**src/rtl/div_pkg.sv**
```systemverilog
// Shared constants for the sequential divide/modulo unit.
// State encoding and the default operand width.
package div_pkg;

  localparam int DIV_W = 8;

  typedef logic [1:0] div_state_t;

  localparam div_state_t IDLE = 2'd0;
  localparam div_state_t RUN  = 2'd1;
  localparam div_state_t DONE = 2'd2;

endpackage

```
**src/rtl/div_trial_sub.sv**
```systemverilog
// Trial subtraction for one restoring-division step.
// A set borrow means the divisor did not fit.
module div_trial_sub
  import div_pkg::*;
#(
  parameter int WIDTH = DIV_W
) (
  input  logic [WIDTH:0] rem,
  input  logic [WIDTH:0] dvs,
  output logic [WIDTH:0] diff,
  output logic           borrow
);

  assign diff   = rem - dvs;
  assign borrow = diff[WIDTH];

endmodule

```
**src/rtl/seq_divider.sv**
```systemverilog
// Multi-cycle unsigned restoring divider, one quotient bit per clock.
// Start/busy/done handshake; results held until the next completion.
module seq_divider
  import div_pkg::*;
#(
  parameter int WIDTH = DIV_W
) (
  input  logic             clk,
  input  logic             rstn,
  input  logic             start,
  input  logic [WIDTH-1:0] dividend,
  input  logic [WIDTH-1:0] divisor,
  output logic             busy,
  output logic             done,
  output logic [WIDTH-1:0] quotient,
  output logic [WIDTH-1:0] remainder,
  output logic             div_by_zero
);

  localparam int CW = (WIDTH > 1) ? $clog2(WIDTH) : 1;
  localparam logic [CW-1:0] LAST = CW'(WIDTH - 1);

  div_state_t state, state_nxt;

  logic [WIDTH-1:0] q;
  logic [WIDTH-1:0] r;
  logic [WIDTH-1:0] d;
  logic [CW-1:0]    cnt;

  logic [WIDTH:0]   r_sh;
  logic [WIDTH:0]   diff;
  logic             borrow;
  logic [WIDTH-1:0] q_nxt;
  logic [WIDTH-1:0] r_nxt;
  logic             last;
  logic             dz;

  assign r_sh  = {r, q[WIDTH-1]};
  assign q_nxt = {q[WIDTH-2:0], ~borrow};
  assign r_nxt = borrow ? r_sh[WIDTH-1:0]
                        : diff[WIDTH-1:0];
  assign last  = (cnt == LAST);
  assign dz    = (divisor == '0);

  div_trial_sub #(
    .WIDTH (WIDTH)
  ) u_sub (
    .rem    (r_sh),
    .dvs    ({1'b0, d}),
    .diff   (diff),
    .borrow (borrow)
  );

  always_ff @(posedge clk or negedge rstn) begin
    if (!rstn) begin
      state <= IDLE;
    end else begin
      state <= state_nxt;
    end
  end

  always_comb begin
    state_nxt = state;
    unique case (state)
      IDLE: begin
        if (start) begin
          state_nxt = dz ? DONE : RUN;
        end
      end
      RUN: begin
        if (last) begin
          state_nxt = DONE;
        end
      end
      DONE:    state_nxt = IDLE;
      default: state_nxt = IDLE;
    endcase
  end

  always_comb begin
    busy = 1'b0;
    done = 1'b0;
    unique case (state)
      RUN:     busy = 1'b1;
      DONE:    done = 1'b1;
      default: ;
    endcase
  end

  // Working registers; the remainder never exceeds WIDTH bits after restore.
  always_ff @(posedge clk or negedge rstn) begin
    if (!rstn) begin
      q           <= '0;
      r           <= '0;
      d           <= '0;
      cnt         <= '0;
      quotient    <= '0;
      remainder   <= '0;
      div_by_zero <= 1'b0;
    end else begin
      unique case (state)
        IDLE: begin
          if (start && !dz) begin
            q   <= dividend;
            r   <= '0;
            d   <= divisor;
            cnt <= '0;
          end else if (start) begin
            quotient    <= '1;
            remainder   <= dividend;
            div_by_zero <= 1'b1;
          end
        end
        RUN: begin
          q   <= q_nxt;
          r   <= r_nxt;
          cnt <= cnt + CW'(1);
          if (last) begin
            quotient    <= q_nxt;
            remainder   <= r_nxt;
            div_by_zero <= 1'b0;
          end
        end
        default: ;
      endcase
    end
  end

endmodule
```
**config.mk**
```make
export PLATFORM = sky130hd
export DESIGN_NAME = seq_divider
export DESIGN_NICKNAME = d
export VERILOG_FILES = /design/src/rtl/div_pkg.sv /design/src/rtl/div_trial_sub.sv /design/src/rtl/seq_divider.sv
export SDC_FILE = /design/constraint.sdc
export NUM_CORES = 1
export LEC_CHECK = 0
export ABC_AREA = 0
export CORE_MARGIN = 2
export CORE_UTILIZATION = 48
export CTS_CLUSTER_DIAMETER = 200
export DETAILED_ROUTE_END_ITERATION = 8
export MAX_ROUTING_LAYER = met4
export PLACE_DENSITY_LB_ADDON = 0.3
export SKIP_CTS_REPAIR_TIMING = 1
export SYNTH_ARGS = -nofsm -noshare
export SYNTH_HDL_FRONTEND = slang
export SYNTH_SLANG_ARGS = --single-unit
```
**constraint.sdc**
```tcl
create_clock -name clk -period 2.35 [get_ports clk]
set_input_delay 0.3525 -clock clk [delete_from_list [all_inputs] [get_ports clk]]
set_output_delay 0.3525 -clock clk [all_outputs]
set_load 0.03 [all_outputs]
```
==> impl_metrics.env <==
export IMPL_outcome="finished, violations left"
export IMPL_violations="setup timing"
export IMPL_synthesis_area_per_instance_sq_um=9.84
export IMPL_worst_pin_slew_ns=0.576
export IMPL_r2r_cells=11
export IMPL_utilization_pct=66.5
export IMPL_clkTransAtPathRegs_ns=0.09
export IMPL_vias=1899
export IMPL_die_height_microns=73.3
export IMPL_worstPathRequired_ns=2.52
export IMPL_cts_made_buffers=5
export IMPL_skew_ns=0.0124
export IMPL_via_per_inst=5.43
export IMPL_drt_initial_drc_count=134
export IMPL_r2r_setup_slack_ns=-0.17
export IMPL_cap_violations=0
export IMPL_crit_slowest_cell="dfrtp_1"
export IMPL_synthArstFlopShare_pct=100
export IMPL_max_stage_delay_ns=0.39
export IMPL_wire_per_inst_microns=16.2
export IMPL_wirelength_microns=5680
export IMPL_tritoncts="yes"
export IMPL_worst_slack_ns=-0.172
export IMPL_worstHoldPathType="input pin to asynchronous set/reset pin"
export IMPL_start_util_pct=49.4
export IMPL_end_kind="register"
export IMPL_ant_nets=0
export IMPL_fin_nets=325
export IMPL_synth_warnings=0
export IMPL_syn_num_nets=264
export IMPL_placed_cell_area_sq_mm=0.00292
export IMPL_yosys_top_cells_area="dfrtp_1 50%, mux2i_1 7.0%, o21ai_0 6.5%, ha_1 5.4%, nand2_1 5.1%"
export IMPL_drive_gt1_share_pct=17.2
export IMPL_synth_top_area_cell="dfrtp_1"
export IMPL_ys_ff_latch=46
export IMPL_clk_path_buf_depth=2
export IMPL_power_density_mw_per_mm2=1820
export IMPL_hold_violations=0
export IMPL_worstPathArrival_ns=2.70
export IMPL_final_cell_area_sq_mm=0.00310
export IMPL_area_delta_synth_final_pct=34.6
export IMPL_io_pins=38
export IMPL_yosysTopAreaCellShare_pct=50.0
export IMPL_fin_crit_ns=2.52
export IMPL_rsz0062_at_grt="true"
export IMPL_clock_latency_ns=0.31
export IMPL_setup_viol=18
export IMPL_r2r_end="r[4]"
export IMPL_cts_sinks=46
export IMPL_io_buffers=37
export IMPL_slew_violations=0
export IMPL_ir_drop_v=0.00104
export IMPL_dpl_hpwl_microns=3850
export IMPL_dr_pass1_iters=4
export IMPL_dp_worst_setup_slack_ns=-0.188
export IMPL_grt_max_degree=36
export IMPL_synthCells=234
export IMPL_root_buffer="clkbuf_8"
export IMPL_synth_edf_count=0
export IMPL_reg2reg_from="q[7]"
export IMPL_leakagePower_nw=1.36
export IMPL_cp_top_family="compound AO/OA/AOI/OAI gates"
export IMPL_worstPathMaxFanout=5
export IMPL_place_gp_congestion=0.816
export IMPL_die_area_sq_mm=0.00537
export IMPL_slew_headroom_pct=61.6
export IMPL_clock_fmax_mhz=397
export IMPL_placed_cells=339
export IMPL_core_area_sq_mm=0.00466
export IMPL_die_w_microns=73.3
export IMPL_grt_pass1_wl_microns=8890
export IMPL_synth_area_sq_mm=0.00230
export IMPL_yosysSeqAreaShare_pct=50.0
export IMPL_synth_cell_types=37
export IMPL_final_cells=350
export IMPL_grtUsageTotal_pct=22.7
export IMPL_tns_ns=-2.42
export IMPL_crit_type="register to register"
export IMPL_drc=0
export IMPL_crit_buf_inv=2
export IMPL_ys_flop_type="dfrtp_1"
export IMPL_antenna_found_initial=0
export IMPL_n_antenna_cell=0
export IMPL_path_common_cell="inv_2"
export IMPL_worstSetupStartpointType="register"
export IMPL_overflow=0
export IMPL_finalCritPeriodShare_pct=107
export IMPL_htreeDepth=2
export IMPL_fill_cells=367
export IMPL_fin_total_pwr_mw=5.63
export IMPL_crit_chain="inv_2 > ha_4 > inv_2 > fa_2 > a211oi_2 > or3_4 > nand3_4 > a21oi_4 > xnor2_4 > mux2i_1 > o21ai_0"
export IMPL_fin_hold_ws_ns=0.0280
export IMPL_rows=25
export IMPL_grt_pass1_vias=1794
layer usage:
metal	share of wire (%)	global-route usage, %	wire [microns]	vias up
met5	0	-	0	-
met4	1.9	6.79	108	0
met3	3.2	4.80	184	10
met2	48	34.0	2730	42
met1	47	31.2	2650	905
li1	-	-	-	942
worst max-delay path by stage:
| stage | from | to | slack [ns] | depth (start not counted) |
|---|---|---|---|---|
| after floorplan | q[7] | r[0] | 0.02 | 11 |
| after global placement | divisor[5] | remainder[6] | -0.15 | 8 |
| after detailed placement | divisor[5] | remainder[6] | -0.19 | 8 |
| after CTS | q[7] | remainder[1] | -0.20 | 11 |
| after global routing | q[7] | r[4] | -0.34 | 11 |
| final | q[7] | r[4] | -0.17 | 11 |
worst reg2reg max path: stages (launching register included):
cell and delay [ns]:
dfrtp_1 0.39, inv_2 0.08, ha_4 0.13, inv_2 0.04, fa_2 0.38, a211oi_2 0.26, or3_4 0.18, nand3_4 0.07
a21oi_4 0.25, xnor2_4 0.21, mux2i_1 0.28, o21ai_0 0.12
cell usage in the layout, fill, tap and decap left out, types with 4 or more instances in the layout:
master / Yosys / layout
o22ai_1: 6 / 6
a21o_1: 4 / 4
nand2_1: 31 / 31
nor2_1: 14 / 14
xnor2_1: 4 / 4
clkdlybuf4s50_1: 0 / 36
mux2i_1: 16 / 12
a21oi_1: 17 / 17
clkbuf_8: 0 / 5
mux2i_2: 0 / 4
o21ai_0: 30 / 28
ha_1: 10 / 9
dfrtp_1: 46 / 46
inv_1: 10 / 8
buf_4: 0 / 23
logic make-up after synthesis:
logic type / count (synthesis) / share of synthesized area [%]
and+or+nand+nor: 64 / 12.6
muxes: 17 / 7.44
xor gates and xnor gates: 6 / 3.10
adders and majority gates: 11 / 6.30
buffers and inverters: 21 / 3.48
DFF: 46 / 50.0
AOI/OAI and AO/OA: 69 / 17.1
report_power, final:
part / internal, mW / switching [mW]
logic: 1.67 / 1.89
clock network: 0.317 / 0.277
registers: 1.20 / 0.273
flip-flops by register name, indices dropped and copies added, names as in the netlist:
name,count
cnt,3
d,8
div_by_zero,1
q,8
quotient,8
r,8
remainder,8
state,2
Yosys cell counts (2+ instances only):
master / instances
mux2i_1: 16
ha_1: 10
a21o_1: 4
a22o_1: 2
o21ai_0: 30
nor3_1: 3
nand2_1: 31
dfrtp_1: 46
nand2b_1: 3
a22oi_1: 3
o22ai_1: 6
nor2b_1: 3
inv_1: 10
a21oi_1: 17
or4_1: 2
xnor2_1: 4
nor2_1: 14
o21a_1: 2
clkbuf_1: 8
and3_1: 3
area by class of cell:
| cell class | count | area (sq um) | area share [%] |
|---|---|---|---|
| Clock buffer | 6 | 72.6 | 2.34 |
| Clock inverter | 2 | 37.5 | 1.21 |
| Inverter | 12 | 45.0 | 1.45 |
| Multi-Input combinational cell | 168 | 1150 | 37.0 |
| Sequential cell | 46 | 1150 | 37.1 |
| Tap cell | 54 | 67.6 | 2.18 |
| Timing Repair Buffer | 62 | 578 | 18.6 |
No activity file was read; power rests on OpenSTA's default activity.
